## config.mk

```make
export PLATFORM = sky130hd
export DESIGN_NAME = fetch_prefetch_unit
export DESIGN_NICKNAME = d
export VERILOG_FILES = /design/src/rtl/fetch_prefetch_unit.sv
export SDC_FILE = /design/constraint.sdc
export NUM_CORES = 1
export LEC_CHECK = 0
export CAP_MARGIN = 25
export CORE_MARGIN = 2
export CORE_UTILIZATION = 56
export DETAILED_ROUTE_END_ITERATION = 8
export PLACE_DENSITY = 0.85
export SLEW_MARGIN = 20
export SYNTH_ARGS = -nofsm -noshare
export SYNTH_HDL_FRONTEND = slang
export SYNTH_SLANG_ARGS = --single-unit
```

## constraint.sdc

```tcl
create_clock -name clock -period 14.2 [get_ports clock]
set_input_delay 3.55 -clock clock [delete_from_list [all_inputs] [get_ports clock]]
set_output_delay 3.55 -clock clock [all_outputs]
set_load 0.02 [all_outputs]
```

## src/rtl/fetch_prefetch_unit.sv

```systemverilog
// Instruction-fetch front end: request/ack memory port feeding a small prefetch queue
// whose head drives the IF/ID stage; a taken jump flushes queued and in-flight words.
module fetch_prefetch_unit #(
    parameter int unsigned DEPTH    = 4,
    parameter logic [31:0] RESET_PC = 32'h0000_0000
) (
    input  logic        clock,
    input  logic        reset,
    input  logic [31:0] jump_target,
    input  logic        jump_flg,
    input  logic        stall,
    output logic        imem_req,
    output logic [31:0] imem_addr,
    input  logic        imem_ack,
    input  logic [31:0] imem_rdata,
    output logic [31:0] instruction,
    output logic [31:0] address,
    output logic        valid
);

    localparam int unsigned XLEN  = 32;
    localparam int unsigned PTR_W = $clog2(DEPTH);
    localparam int unsigned CNT_W = PTR_W + 1;

    typedef enum logic {
        S_IDLE,
        S_WAIT
    } state_t;

    typedef struct packed {
        logic [XLEN-1:0] pc;
        logic [XLEN-1:0] instr;
    } entry_t;

    state_t           r_state;
    state_t           w_state_n;
    entry_t           r_mem [DEPTH];
    logic [PTR_W-1:0] r_head;
    logic [PTR_W-1:0] r_tail;
    logic [PTR_W-1:0] w_head_n;
    logic [PTR_W-1:0] w_tail_n;
    logic [CNT_W-1:0] r_count;
    logic [CNT_W-1:0] w_count_n;
    logic [CNT_W-1:0] w_after_pop;
    logic [XLEN-1:0]  r_fetch_pc;
    logic [XLEN-1:0]  w_fetch_pc_n;
    logic [XLEN-1:0]  r_addr;
    logic [XLEN-1:0]  w_addr_n;
    logic [XLEN-1:0]  r_instruction;
    logic [XLEN-1:0]  r_address;
    logic             r_req;
    logic             r_discard;
    logic             w_discard_n;
    logic             r_valid;
    logic             w_push;
    logic             w_pop;
    entry_t           w_head_entry_n;

    // Next-state: redirect wins over everything; otherwise pop/push/issue.
    always_comb begin
        w_state_n      = r_state;
        w_fetch_pc_n   = r_fetch_pc;
        w_addr_n       = r_addr;
        w_discard_n    = r_discard;
        w_head_n       = r_head;
        w_tail_n       = r_tail;
        w_count_n      = r_count;
        w_after_pop    = r_count;
        w_push         = 1'b0;
        w_pop          = 1'b0;
        w_head_entry_n = '0;

        if (jump_flg) begin
            w_fetch_pc_n = jump_target;
            w_head_n     = '0;
            w_tail_n     = '0;
            w_count_n    = '0;
            if (r_state == S_WAIT) begin
                if (imem_ack) begin
                    w_state_n   = S_IDLE;
                    w_discard_n = 1'b0;
                end else begin
                    w_discard_n = 1'b1;
                end
            end
        end else begin
            w_pop       = r_valid && !stall;
            w_push      = (r_state == S_WAIT) && imem_ack && !r_discard;
            w_after_pop = r_count - CNT_W'(w_pop);
            w_count_n   = w_after_pop + CNT_W'(w_push);
            w_head_n    = r_head + PTR_W'(w_pop);
            w_tail_n    = r_tail + PTR_W'(w_push);

            case (r_state)
                S_IDLE: begin
                    // The outstanding slot is reserved at issue, so a push never overflows.
                    if (w_after_pop < CNT_W'(DEPTH)) begin
                        w_state_n    = S_WAIT;
                        w_addr_n     = r_fetch_pc;
                        w_fetch_pc_n = r_fetch_pc + 32'd4;
                    end
                end
                S_WAIT: begin
                    if (imem_ack) begin
                        w_state_n   = S_IDLE;
                        w_discard_n = 1'b0;
                    end
                end
                default: w_state_n = S_IDLE;
            endcase

            if (w_count_n != '0) begin
                if (w_after_pop == '0) begin
                    w_head_entry_n = {r_addr, imem_rdata};
                end else begin
                    w_head_entry_n = r_mem[w_head_n];
                end
            end
        end
    end

    // Control state and registered head outputs.
    always_ff @(posedge clock) begin
        if (reset) begin
            r_state       <= S_IDLE;
            r_req         <= 1'b0;
            r_addr        <= RESET_PC;
            r_fetch_pc    <= RESET_PC;
            r_discard     <= 1'b0;
            r_head        <= '0;
            r_tail        <= '0;
            r_count       <= '0;
            r_valid       <= 1'b0;
            r_instruction <= '0;
            r_address     <= '0;
        end else begin
            r_state       <= w_state_n;
            r_req         <= (w_state_n == S_WAIT);
            r_addr        <= w_addr_n;
            r_fetch_pc    <= w_fetch_pc_n;
            r_discard     <= w_discard_n;
            r_head        <= w_head_n;
            r_tail        <= w_tail_n;
            r_count       <= w_count_n;
            r_valid       <= (w_count_n != '0);
            r_instruction <= w_head_entry_n.instr;
            r_address     <= w_head_entry_n.pc;
        end
    end

    // Queue storage needs no reset; occupancy is tracked by the pointers.
    always_ff @(posedge clock) begin
        if (w_push) begin
            r_mem[r_tail] <= {r_addr, imem_rdata};
        end
    end

    assign imem_req    = r_req;
    assign imem_addr   = r_addr;
    assign instruction = r_instruction;
    assign address     = r_address;
    assign valid       = r_valid;

endmodule
```

# Word-level counts from Yosys, hierarchy flattened
# Memories as Yosys holds them, arrays and structs flattened.
# Index checks and enable logic that the tools add are counted.
# word_totals
reg_bits,138
ramBits,256
inputBits,69
output_inout_bits,98
elab_cells,53
n_memories,1
# memory_table
memory,words,word_bits,rd,rd_ports_with_merged_regs,write_ports,line,text
r_mem,4,64,1,0,1,37,entry_t r_mem [DEPTH];
# op_classes
addsub,5
magnitude_cmp,1
n_eq_ne,1
n_mux,17
bitwise,3
n_reduce_logical,15
# op_table
op,n
32-bit two-way mux,3
64-bit two-way mux,1
32-bit by 3-bit adder with 32-bit output (second input constant),1
1-bit two-way mux,11
3-bit nonzero test,2
2-bit by 1-bit adder with 2-bit output,2
2-bit AND reduction,2
2-bit nonzero test,2
3-bit by 1-bit adder with 3-bit output,1
1-bit logical AND,3
3-bit logical NOT,1
3-bit less-than comparator (second input constant),1
3-bit two-way mux,1
1-bit inverter,3
3-bit AND reduction,1
3-bit OR reduction,1
3-bit by 1-bit subtractor with 3-bit output,1
1-bit logical NOT,2
2-bit inequality test (second input constant),1
1-bit one-hot mux with 2 select lines,1
2-bit OR reduction,1

# Logic depth before layout (Yosys ltp)
# Gate-level depths: netlist (run 1).
# logic_depth
word_depth,7
ltp_mapped,13
ltp_nobuf,9

# Least setup slack after synthesis (run 1)
# Ideal clock, no wire load.
# synth_path
path_kind,input-to-reg
from,input port jump_flg
to,memory r_mem[1][0] (netlist name) (enable)
setup_time_ns,0.666
arrival_ns,10.613
required_time_ns,13.534
path_slack_ns,2.921
cell_stages,3
n_path_buf,2
path_cell_list,clkbuf_1 > buf_1 > nor4b_1
# synth_between
elab_chain_len,3
# synth_lines
item,line,text
from (decl),10,"input logic jump_flg,"
1-bit two-way mux,73,if (jump_flg) begin
1-bit two-way mux,153,if (w_push) begin
1-bit two-way mux (not written as such),154,"r_mem[r_tail] <= {r_addr, imem_rdata};"
to (decl),37,
# No other way between the ends.

# Final worst setup path (run 1)
# layout_path
from,input port stall
to,"register r_address[2], in the netlist address[2]"
# layout_between
elab_chain_len,7
word_cells_on_any_way,11
cone_classes,add/sub: 3; mux: 1; bitwise: 1; reduce/logical: 5; memory: 1
# layout_lines
item,line,text
from (decl),11,"input logic stall,"
1-bit logical NOT *,87,w_pop = r_valid && !stall;
1-bit logical AND *,87,
3-bit by 1-bit subtractor with 3-bit output,89,w_after_pop = r_count - CNT_W'(w_pop);
3-bit by 1-bit adder with 3-bit output,90,w_count_n = w_after_pop + CNT_W'(w_push);
3-bit nonzero test,112,if (w_count_n != '0) begin
1-bit inverter (no source line),-,
3-bit OR reduction (no source line),-,
to (signal assigned),147,r_address <= w_head_entry_n.pc;
to (decl),50,logic [XLEN-1:0] r_address;
# Every way passes the cells marked *; elsewhere a longest branch is shown, timed or not.
# A chain may end at the register's enable or synchronous reset.

==> qor.json, run 1 <==
{
  "run_status": {
    "status": "complete, but fails checks",
    "violations": "design-rule violations"
  },
  "global_routing": {
    "combined_global_route_utilization_of_all_metal_layers_pct": 23.9,
    "overflow": 0,
    "grt_start_max_net_pins": 69,
    "antenna_found_initial": 0,
    "vias_in_the_first_global_route": 9632,
    "global_route_wire_length_before_repair_mm": 52.6
  },
  "routing": {
    "detailroute.via_count": 9549,
    "drt_drc_violations_left": 15,
    "detail_route.iter0.violations": 1125,
    "routed_wirelength_mm": 33.5,
    "detail-route-antenna-nets": 0,
    "vias_per_cell": 6.16,
    "routed_wire_length_per_instance_um": 21.6,
    "drt-pass1-iter-count": 8
  },
  "sta": {
    "timing.fmax_mhz": 158,
    "fin_ws_ns": 7.87,
    "max_slew.worst_pin.slew_ns": 1.01,
    "fin_tns_setup_ns": 0,
    "slew_viol_final": 0,
    "layout_min_cycle_time_ns": 6.33,
    "min_period_over_period_pct": 44.6,
    "rsz0062_at_grt": "no",
    "timing.max_slew.rel_slack_pct": 32.8,
    "clock_skew_ns": 0.0212,
    "finalHoldViolations": 0,
    "finalSetupViolations": 0
  },
  "synth": {
    "synth-seq-cells": 394,
    "top_cell_type_s_share_of_synthesized_area_pct": 51.4,
    "synth.lib_cells_used.distinct": 47,
    "yosys_warnings": 0,
    "synth_area_leaders": "sky130_fd_sc_hd__edfxtp_1, sky130_fd_sc_hd__dfxtp_1, sky130_fd_sc_hd__mux4_2",
    "yosysSeqAreaShare_pct": 69.9,
    "syn-cell-area_mm2": 0.0150,
    "synth_cells": 1043,
    "synth-main-ff-cell": "sky130_fd_sc_hd__edfxtp_1",
    "yosys.area.top_type": "sky130_fd_sc_hd__edfxtp_1",
    "synth-edff-count": 256,
    "syn_avg_cell_area_um2": 14.3,
    "synthesis.nets": 1117,
    "async_flop_share_pct": 0
  },
  "clock_tree": {
    "post_cts_buffers": 0,
    "clock_path_buffers": 3,
    "clock_latency_late_sink_ns": 0.53,
    "number_of_clock_sinks": 394,
    "tritoncts": "yes",
    "htree_num_levels": 2,
    "clock-root-buffer": "sky130_fd_sc_hd__clkbuf_16",
    "cts-buffers-inserted": 38,
    "cts_repair_resize_count": 0,
    "clkSlewWorstSetupHoldPaths_ns": 0.06,
    "post_cts_hold_buffer_count": 0
  },
  "power_and_ir_drop": {
    "power.density_mw_per_mm2": 132,
    "pwr-share-comb_pct": 7.3,
    "cellInternalPower_mw": 1.87,
    "vdd.ir_drop.worst_v": 0.0000704,
    "power.sequential.fraction_pct": 52.7,
    "cellLeakagePower_nw": 5.86,
    "power_switching_mw": 0.532,
    "power.clock.fraction_pct": 40.0,
    "p_sw_share_pct": 22.2
  },
  "cells_and_area": {
    "layout-drive-gt1-share_pct": 12.3,
    "diodes": 0,
    "flow.area_growth_from_synthesis_pct": 21.2,
    "final_core_util_pct": 69.3,
    "finish.net_count": 1262
  },
  "critical_path": {
    "crit_path_end_kind": "flop",
    "wp_data_required_ns": 14.57,
    "timing.critical_path.fanout_max": 38,
    "critical_path.slowest_cell": "sky130_fd_sc_hd__o21ai_4",
    "critical-path-max-stage-delay_ns": 0.75,
    "worstPathCellList": "clkdlybuf4s50_1 -> nand2b_1 -> inv_1 -> xnor2_2 -> inv_2 -> ha_1 -> ha_1 -> or2_2 -> o21ai_4 -> buf_4 -> a21oi_1",
    "crit_top_cell": "sky130_fd_sc_hd__ha_1",
    "worst-endpoint-arrival_ns": 6.70,
    "start_kind": "input port",
    "path_class": "in2reg"
  },
  "place": {
    "finalWeightedCongestion": 0.816,
    "preCtsSetupSlack_ns": 7.39,
    "dp_hpwl_mm": 19.1,
    "port_buffers": 166
  },
  "die": {
    "die_x_um": 167,
    "fp.dieArea_mm2": 0.0280,
    "die_y_um": 167,
    "floorplan.rows": 59,
    "floorplan.core_area_mm2": 0.0261,
    "design.portCount": 167,
    "initial_core_util_pct": 57.2
  },
  "min_path": {
    "min-delay-path-class": "reg2reg"
  },
  "flow_run": {
    "drv_cap": 0
  }
}
final cells by class:
type,count,area (um^2)
inverters,15,56.3
well taps,335,419
repair buffers,183,1790
clock inverters,14,121
flip-flops and latches,394,10500
multi-input cells,556,4230
fillers,1691,8010
clock buffers,54,1050
cells by family after synthesis:
kind of cell / synth area share (%)
AOI/OAI and AO/OA: 8.41
xor gates and xnor gates: 0.761
buffers and inverters: 2.44
DFF: 69.9
adders and majority gates: 0.418
and+or+nand+nor: 8.25
muxes: 9.84
flip-flops by register name, indices dropped and copies added (netlist names):
name         count
valid            1
r_fetch_pc      32
imem_req         1
r_head           2
instruction     32
r_count          3
r_mem          256
address         32
r_tail           2
imem_addr       32
r_discard        1
cell usage in the layout (no fill, tap or decap), types with 2 or more instances in the layout:
| cell | netlist | layout |
|---|---|---|
| sky130_fd_sc_hd__o21ai_0 | 74 | 73 |
| sky130_fd_sc_hd__nor4_1 | 4 | 3 |
| sky130_fd_sc_hd__dfxtp_1 | 138 | 138 |
| sky130_fd_sc_hd__clkbuf_1 | 62 | 13 |
| sky130_fd_sc_hd__inv_1 | 14 | 13 |
| sky130_fd_sc_hd__and4_1 | 4 | 4 |
| sky130_fd_sc_hd__a211oi_1 | 7 | 7 |
| sky130_fd_sc_hd__o31a_1 | 2 | 2 |
| sky130_fd_sc_hd__buf_4 | 0 | 16 |
| sky130_fd_sc_hd__mux4_2 | 64 | 64 |
| sky130_fd_sc_hd__nand2_1 | 78 | 77 |
| sky130_fd_sc_hd__clkbuf_8 | 0 | 2 |
| sky130_fd_sc_hd__or3_1 | 7 | 7 |
| sky130_fd_sc_hd__nor2_4 | 0 | 2 |
| sky130_fd_sc_hd__mux2i_1 | 3 | 3 |
| sky130_fd_sc_hd__nand2b_1 | 3 | 3 |
| sky130_fd_sc_hd__clkinv_2 | 0 | 6 |
| sky130_fd_sc_hd__a311oi_1 | 19 | 19 |
| sky130_fd_sc_hd__bufinv_16 | 0 | 2 |
| sky130_fd_sc_hd__clkinv_1 | 1 | 5 |
| sky130_fd_sc_hd__a21oi_1 | 101 | 101 |
| sky130_fd_sc_hd__edfxtp_1 | 256 | 256 |
| sky130_fd_sc_hd__clkbuf_16 | 0 | 39 |
| sky130_fd_sc_hd__or4_1 | 16 | 16 |
| sky130_fd_sc_hd__ha_1 | 5 | 4 |
| sky130_fd_sc_hd__clkdlybuf4s50_1 | 0 | 165 |
| sky130_fd_sc_hd__xor2_1 | 5 | 4 |
| sky130_fd_sc_hd__nand4_1 | 9 | 9 |
| sky130_fd_sc_hd__nor2_1 | 38 | 36 |
| sky130_fd_sc_hd__xnor2_1 | 8 | 7 |
| sky130_fd_sc_hd__nand3_1 | 70 | 70 |
| sky130_fd_sc_hd__o31ai_1 | 12 | 12 |
| sky130_fd_sc_hd__a31oi_1 | 2 | 2 |
| sky130_fd_sc_hd__or2_2 | 2 | 2 |
| sky130_fd_sc_hd__and2_1 | 6 | 6 |
power groups by stage:
stage	logic, mW	clock network [mW]	registers (mW)
2_1_floorplan	0.0891	0	1.29
3_3_place_gp	0.170	0	1.29
3_5_place_dp	0.174	0	1.29
4_1_cts	0.176	0.969	1.26
5_1_grt	0.190	1.02	1.27
6_report	0.176	0.959	1.26
through the flow:
| step | instances | instance area, um^2 | total power, mW | hold slack [ns] |
|---|---|---|---|---|
| 3_3_place_gp | 1482 | 16900 | 1.46 | 0.458 |
| 4_1_cts | 1551 | 18100 | 2.41 | 0.481 |
| 3_5_place_dp | 1483 | 16900 | 1.46 | 0.468 |
| 6_report | 1551 | 18100 | 2.40 | 0.480 |
| 2_1_floorplan | 1043 | 15000 | 1.38 | 0.431 |
| 5_1_grt | 1551 | 18100 | 2.47 | 0.525 |
per-layer routing:
layer | vias up | GRT usage (%) | wire (um)
li1 | 4294 | - | -
met1 | 4696 | 33.5 | 13700
met2 | 503 | 39.3 | 16200
met3 | 56 | 3.62 | 2840
met4 | 0 | 7.37 | 766
met5 | - | 0 | 0
cell usage after synthesis (3+ instances only):
cell type / instances
sky130_fd_sc_hd__dfxtp_1: 138
sky130_fd_sc_hd__clkbuf_1: 62
sky130_fd_sc_hd__edfxtp_1: 256
sky130_fd_sc_hd__nand3_1: 70
sky130_fd_sc_hd__nor4_1: 4
sky130_fd_sc_hd__nor2_1: 38
sky130_fd_sc_hd__xnor2_1: 8
sky130_fd_sc_hd__nand4_1: 9
sky130_fd_sc_hd__and2_1: 6
sky130_fd_sc_hd__mux2i_1: 3
sky130_fd_sc_hd__ha_1: 5
sky130_fd_sc_hd__o21ai_0: 74
sky130_fd_sc_hd__a311oi_1: 19
sky130_fd_sc_hd__a211oi_1: 7
sky130_fd_sc_hd__a21oi_1: 101
sky130_fd_sc_hd__or4_1: 16
sky130_fd_sc_hd__nand2b_1: 3
sky130_fd_sc_hd__and4_1: 4
sky130_fd_sc_hd__mux4_2: 64
sky130_fd_sc_hd__inv_1: 14
sky130_fd_sc_hd__or3_1: 7
sky130_fd_sc_hd__buf_2: 6
sky130_fd_sc_hd__xor2_1: 5
sky130_fd_sc_hd__o31ai_1: 12
sky130_fd_sc_hd__nand2_1: 78
sky130_fd_sc_hd__buf_1: 8
worst paths after layout:
path / from / endpoint / slack, ns / cells after the start
hold / removal: r_fetch_pc[0] / imem_addr[0] / 0.48 / 2
setup reg to reg: imem_req / address[2] / 10.88 / 8
hold reg to reg: r_fetch_pc[0] / imem_addr[0] / 0.48 / 2
setup / recovery: stall / address[2] / 7.87 / 11
critical path, delay by kind of cell:
kind,cells,cell delay [ns]
compound gates,2,0.86
xor+xnor,1,0.18
fa+ha+maj,2,0.45
buf+inv,4,1.17
simple gates,2,0.47
Power figures use the tool's default switching activity.
==> run 2: changes to the inputs <==
--- a/config.mk
+++ b/config.mk
@@ -7,9 +7,9 @@
 export LEC_CHECK = 0
 export CAP_MARGIN = 25
 export CORE_MARGIN = 2
-export CORE_UTILIZATION = 56
+export CORE_UTILIZATION = 50
 export DETAILED_ROUTE_END_ITERATION = 8
-export PLACE_DENSITY = 0.85
+export PLACE_DENSITY = 0.81
 export SLEW_MARGIN = 20
 export SYNTH_ARGS = -nofsm -noshare
 export SYNTH_HDL_FRONTEND = slang
==> constraint.sdc (replaced) <==
create_clock -name clock -period 5.12 [get_ports clock]
set_input_delay 1.28 -clock clock [delete_from_list [all_inputs] [get_ports clock]]
set_output_delay 1.28 -clock clock [all_outputs]
set_load 0.02 [all_outputs]
==> run 2 against run 1 <==
Via count shrank 0.16%; clock skew shrank 0.0066 ns; flip-flop and latch count is the same; design area grew 1.9%; largest power group unchanged; the flow now finishes without violations; combinational power grew to 2.8 times the previous value; core utilization shrank 6.9 points; register-to-register slack lost 8.6 ns; first-iteration DRC count shrank 14%; final cell count grew 4.0%; clock power grew to 3.0 times the previous value; worst hold slack gained 0.0034 ns; global-route usage shrank 2.5 points; highest routed layer unchanged.
==> qor.json, run 2 (synthesized netlist as in run 1, its figures left out) <==
{
  "clock_tree": {
    "tritoncts": "yes",
    "clock-root-buffer": "sky130_fd_sc_hd__clkbuf_16",
    "post_cts_hold_buffer_count": 0,
    "cts_repair_resize_count": 0,
    "number_of_clock_sinks": 394,
    "post_cts_buffers": 0,
    "clock_path_buffers": 3,
    "htree_num_levels": 2,
    "cts-buffers-inserted": 39,
    "clock_latency_late_sink_ns": 0.52,
    "clkSlewWorstSetupHoldPaths_ns": 0.06
  },
  "die": {
    "die_y_um": 177,
    "floorplan.rows": 63,
    "floorplan.core_area_mm2": 0.0296,
    "design.portCount": 167,
    "die_x_um": 177,
    "fp.dieArea_mm2": 0.0313,
    "initial_core_util_pct": 50.6
  },
  "routing": {
    "detail-route-antenna-nets": 0,
    "detail_route.iter0.violations": 968,
    "routed_wire_length_per_instance_um": 20.9,
    "drt-pass1-iter-count": 5,
    "routed_wirelength_mm": 33.7,
    "detailroute.via_count": 9534,
    "vias_per_cell": 5.91,
    "drt_drc_violations_left": 0
  },
  "cells_and_area": {
    "filler_cell_count": 2148,
    "finish.net_count": 1267,
    "diodes": 0,
    "flow.area_growth_from_synthesis_pct": 23.5,
    "final-instance-count-excl-fill": 1613,
    "layout.cells.most_common_list": "sky130_fd_sc_hd__edfxtp_1, sky130_fd_sc_hd__clkdlybuf4s50_1, sky130_fd_sc_hd__dfxtp_1",
    "layout-drive-gt1-share_pct": 13.2,
    "layout.cells.most_common": "sky130_fd_sc_hd__edfxtp_1",
    "largest_register_ff_count": 256,
    "top_register": "r_mem"
  },
  "critical_path": {
    "timing.critical_path.buf_inv": 1,
    "crit_path_end_kind": "flop",
    "critical_path.slowest_cell": "sky130_fd_sc_hd__or4_1",
    "critical-path-max-stage-delay_ns": 0.86,
    "wp_data_required_ns": 5.56,
    "crit_top_cell": "sky130_fd_sc_hd__or4_1",
    "worstPathCellList": "clkdlybuf4s50_1 -> nand2b_1 -> nor2_1 -> ha_1 -> xor2_2 -> or4_1 -> or4_1 -> a311oi_1",
    "timing.critical_path.fanout_max": 20,
    "worst-endpoint-arrival_ns": 4.19,
    "critical-path-top-delay-family": "simple AND/OR/NAND/NOR gates",
    "start_kind": "input port",
    "path_class": "in2reg"
  },
  "sta": {
    "rsz0062_at_grt": "no",
    "clock_skew_ns": 0.0146,
    "fin_tns_setup_ns": 0,
    "timing.hold.ws_ns": 0.483,
    "min_period_over_period_pct": 73.3,
    "layout_min_cycle_time_ns": 3.75,
    "max_slew.worst_pin.slew_ns": 0.938,
    "timing.max_slew.rel_slack_pct": 37.3,
    "timing.fmax_mhz": 266,
    "finalSetupViolations": 0,
    "slew_viol_final": 0,
    "finalHoldViolations": 0
  },
  "power_and_ir_drop": {
    "vdd.ir_drop.worst_v": 0.000229,
    "power.density_mw_per_mm2": 373,
    "cellLeakagePower_nw": 5.96
  },
  "place": {
    "placed_cells": 1541,
    "finalWeightedCongestion": 0.795,
    "port_buffers": 166,
    "dp_hpwl_mm": 19.5
  },
  "global_routing": {
    "grt_start_max_net_pins": 65,
    "antenna_found_initial": 0,
    "combined_global_route_utilization_of_all_metal_layers_pct": 21.5,
    "global_route_wire_length_before_repair_mm": 52.0,
    "vias_in_the_first_global_route": 9499,
    "overflow": 0
  },
  "flow_run": {
    "drv_cap": 0
  },
  "run_status": {
    "status": "completed"
  },
  "min_path": {
    "min-delay-path-class": "reg2reg"
  }
}
==> run 2: cell count changes in the layout (fill, tap and decap cells not counted), sizes merged <==
cell      before  now
clkinvlp       1    3
clkinv        11   14
clkbuf        54   50
bufinv         2    5
buf           18   22
inv           15   14
==> run 2: path summary, 6_finish.rpt <==
path / startpoint / to / slack (ns) / cells after the start
max: stall / r_fetch_pc[27] / 1.37 / 8
min: r_fetch_pc[1] / imem_addr[1] / 0.48 / 2
max reg2reg: valid / r_fetch_pc[27] / 2.30 / 7
min reg2reg: r_fetch_pc[1] / imem_addr[1] / 0.48 / 2
==> run 2: routing by layer <==
metal	part of all wire, %	GRT usage (%)	vias to the layer above	wire (um)
met5	0	0	-	0
met4	2.0	5.85	0	683
met3	7.0	3.74	50	2360
met2	49	35.5	384	16400
met1	42	29.6	4781	14200
li1	-	-	4319	-
==> run 2: layout make-up <==
cell class	count	area (um^2)	area share [%]
flip-flops and latches	394	10500	56.6
clock inverters	21	234	1.27
multi-input cells	556	4250	23.0
well taps	390	488	2.64
inverters	15	56.3	0.305
repair buffers	187	1900	10.3
clock buffers	50	1080	5.85
==> run 2: worst reg2reg max path, stage by stage (launching register included) <==
cell	delay (ns)
sky130_fd_sc_hd__dfxtp_1	0.32
sky130_fd_sc_hd__nand2b_1	0.12
sky130_fd_sc_hd__nor2_1	0.12
sky130_fd_sc_hd__ha_1	0.25
sky130_fd_sc_hd__xor2_2	0.25
sky130_fd_sc_hd__or4_1	0.86
sky130_fd_sc_hd__or4_1	0.57
sky130_fd_sc_hd__a311oi_1	0.26
==> run 2: metrics by stage <==
| step | worst slack (ns) | instance area [um^2] | power, mW | utilization, % |
|---|---|---|---|---|
| 6_report | 1.37 | 18500 | 6.89 | 62.5 |
| 3_5_place_dp | 0.791 | 17100 | 4.07 | 57.9 |
| 5_1_grt | 1.25 | 18500 | 7.12 | 62.5 |
| 3_3_place_gp | 0.850 | 17100 | 4.05 | 57.9 |
| 2_1_floorplan | -0.0196 | 15000 | 3.83 | - |
| 4_1_cts | 1.32 | 18400 | 6.94 | 62.4 |
==> run 2: power by group <==
group	leakage, nW	switching, mW	internal (mW)
clock	0.636	1.15	1.75
sequential	3.52	0.0655	3.44
combinational	1.81	0.283	0.211
total	5.96	1.50	5.40
==> run 3: changes to the inputs <==
==> constraint.sdc (replaced) <==
create_clock -name clock -period 3.4 [get_ports clock]
set_input_delay 0.85 -clock clock [delete_from_list [all_inputs] [get_ports clock]]
set_output_delay 0.85 -clock clock [all_outputs]
set_load 0.02 [all_outputs]
==> run 3 against run 2 <==
Sequential share of layout area shrank 0.76 points; count of clock-buffer cells in the layout grew 4; largest cell class unchanged; design area grew 1.4%; combinational power grew 56%; routed wire length grew 0.72%; global-route usage grew 0.10 points; clock skew grew 0.0010 ns; flip-flop and latch count is the same; clock power grew 54%; power grew 53%.
==> qor.json, run 3 (synthesized netlist as in run 1, its figures left out) <==
{
  "run_status": {
    "status": "completed"
  },
  "die": {
    "floorplan.rows": 63,
    "die_y_um": 177,
    "design.portCount": 167,
    "fp.dieArea_mm2": 0.0313,
    "die_x_um": 177,
    "initial_core_util_pct": 50.6,
    "floorplan.core_area_mm2": 0.0296
  },
  "clock_tree": {
    "tritoncts": "yes",
    "cts-buffers-inserted": 40,
    "htree_num_levels": 2,
    "clock_latency_late_sink_ns": 0.52,
    "post_cts_hold_buffer_count": 0,
    "cts_repair_resize_count": 0,
    "post_cts_buffers": 0,
    "clkSlewWorstSetupHoldPaths_ns": 0.06,
    "clock_path_buffers": 3,
    "clock-root-buffer": "sky130_fd_sc_hd__clkbuf_16",
    "number_of_clock_sinks": 394
  },
  "routing": {
    "detail_route.iter0.violations": 991,
    "detail-route-antenna-nets": 0,
    "drt_drc_violations_left": 0,
    "routed_wirelength_mm": 33.9,
    "routed_wire_length_per_instance_um": 20.7,
    "vias_per_cell": 5.88,
    "detailroute.via_count": 9612,
    "drt-pass1-iter-count": 5
  },
  "cells_and_area": {
    "largest_register_ff_count": 256,
    "finish.net_count": 1287,
    "top_register": "r_mem",
    "layout-drive-gt1-share_pct": 14.8,
    "layout.cells.most_common_list": "sky130_fd_sc_hd__edfxtp_1, sky130_fd_sc_hd__clkdlybuf4s50_1, sky130_fd_sc_hd__dfxtp_1",
    "final_design_area_no_fill_mm2": 0.0187,
    "diodes": 0,
    "flow.area_growth_from_synthesis_pct": 25.2,
    "final-instance-count-excl-fill": 1635,
    "layout.cells.most_common": "sky130_fd_sc_hd__edfxtp_1"
  },
  "critical_path": {
    "critical_path.slowest_cell": "sky130_fd_sc_hd__or4_1",
    "worstPathCellList": "clkdlybuf4s50_1 -> nand2b_1 -> nor2_1 -> ha_1 -> xor2_1 -> or4_1 -> buf_4 -> or4_1 -> a311oi_1",
    "critical-path-top-delay-family": "simple AND/OR/NAND/NOR gates",
    "timing.critical_path.buf_inv": 2,
    "wp_data_required_ns": 3.83,
    "timing.critical_path.fanout_max": 14,
    "critical-path-max-stage-delay_ns": 0.60,
    "start_kind": "input port",
    "worst-endpoint-arrival_ns": 3.49,
    "path_class": "in2reg",
    "crit_top_cell": "sky130_fd_sc_hd__or4_1",
    "crit_path_end_kind": "flop"
  },
  "sta": {
    "slew_viol_final": 0,
    "timing.max_slew.rel_slack_pct": 43.5,
    "finalHoldViolations": 0,
    "min_period_over_period_pct": 90.1,
    "max_slew.worst_pin.slew_ns": 0.848,
    "fin_ws_ns": 0.337,
    "fin_tns_setup_ns": 0,
    "finalSetupViolations": 0,
    "clock_skew_ns": 0.0157,
    "timing.fmax_mhz": 326,
    "rsz0062_at_grt": "no",
    "layout_min_cycle_time_ns": 3.06
  },
  "global_routing": {
    "overflow": 0,
    "antenna_found_initial": 0,
    "vias_in_the_first_global_route": 9567,
    "grt_start_max_net_pins": 65,
    "global_route_wire_length_before_repair_mm": 52.2,
    "combined_global_route_utilization_of_all_metal_layers_pct": 21.6
  },
  "place": {
    "dp_hpwl_mm": 20.1,
    "placedInstanceArea_mm2": 0.0174,
    "placed_cells": 1561,
    "preCtsSetupSlack_ns": -0.186,
    "port_buffers": 166,
    "finalWeightedCongestion": 0.836
  },
  "flow_run": {
    "drv_cap": 0
  },
  "power_and_ir_drop": {
    "power.density_mw_per_mm2": 562,
    "cellLeakagePower_nw": 6.11,
    "vdd.ir_drop.worst_v": 0.000297
  },
  "min_path": {
    "min-delay-path-class": "reg2reg"
  }
}
[run 3: changes by cell type in the layout (fill, tap and decap cells not counted)]
cell	previous run	this run
sky130_fd_sc_hd__buf_12	7	13
sky130_fd_sc_hd__clkinvlp_4	3	1
sky130_fd_sc_hd__clkbuf_16	41	42
sky130_fd_sc_hd__xor2_1	3	4
sky130_fd_sc_hd__clkbuf_1	7	10
sky130_fd_sc_hd__clkinv_2	6	8
sky130_fd_sc_hd__inv_6	0	2
sky130_fd_sc_hd__clkinv_4	1	2
sky130_fd_sc_hd__buf_4	14	27
sky130_fd_sc_hd__xor2_2	1	0
sky130_fd_sc_hd__clkinv_1	7	3
[run 3: final timing paths]
kind,depth (start not counted),slack [ns],startpoint,endpoint
hold reg to reg,2,0.47,r_fetch_pc[0],imem_addr[0]
setup / recovery,9,0.34,stall,r_fetch_pc[17]
hold / removal,2,0.47,r_fetch_pc[0],imem_addr[0]
setup reg to reg,8,0.85,valid,r_fetch_pc[17]
[run 3: metrics by stage]
step / power [mW] / util (%) / hold WS, ns
3_5_place_dp: 6.15 / 58.7 / 0.461
5_1_grt: 10.8 / 63.3 / 0.497
3_3_place_gp: 6.12 / 58.7 / 0.456
4_1_cts: 10.6 / 63.3 / 0.470
2_1_floorplan: 5.77 / - / 0.431
6_report: 10.5 / 63.3 / 0.467
[run 3: power breakdown]
group / internal [mW] / switching, mW
clock network: 2.70 / 1.76
registers: 5.18 / 0.100
logic: 0.339 / 0.434
total: 8.22 / 2.30
[run 3: final cells by class]
cell class                      instances  area [um^2]
Timing Repair Buffer                  206         2120
Tap cell                              390          488
Multi-Input combinational cell        556         4250
Clock inverter                         20          240
Sequential cell                       394        10500
Fill cell                            2121        10800
Clock buffer                           54         1120
Inverter                               15         56.3
[run 3: worst reg2reg max path, cell delays in order (launching register included)]
cell,delay [ns]
sky130_fd_sc_hd__dfxtp_1,0.31
sky130_fd_sc_hd__nand2b_1,0.13
sky130_fd_sc_hd__nor2_1,0.07
sky130_fd_sc_hd__ha_1,0.21
sky130_fd_sc_hd__xor2_1,0.21
sky130_fd_sc_hd__or4_1,0.60
sky130_fd_sc_hd__buf_4,0.21
sky130_fd_sc_hd__or4_1,0.41
sky130_fd_sc_hd__a311oi_1,0.30
[run 3: layer usage]
layer / global-route usage, % / up-vias / wire (um)
met5: 0 / - / 0
met4: 5.37 / 0 / 522
met3: 3.39 / 41 / 2380
met2: 36.1 / 394 / 16900
met1: 29.8 / 4824 / 14100
li1: - / 4353 / -
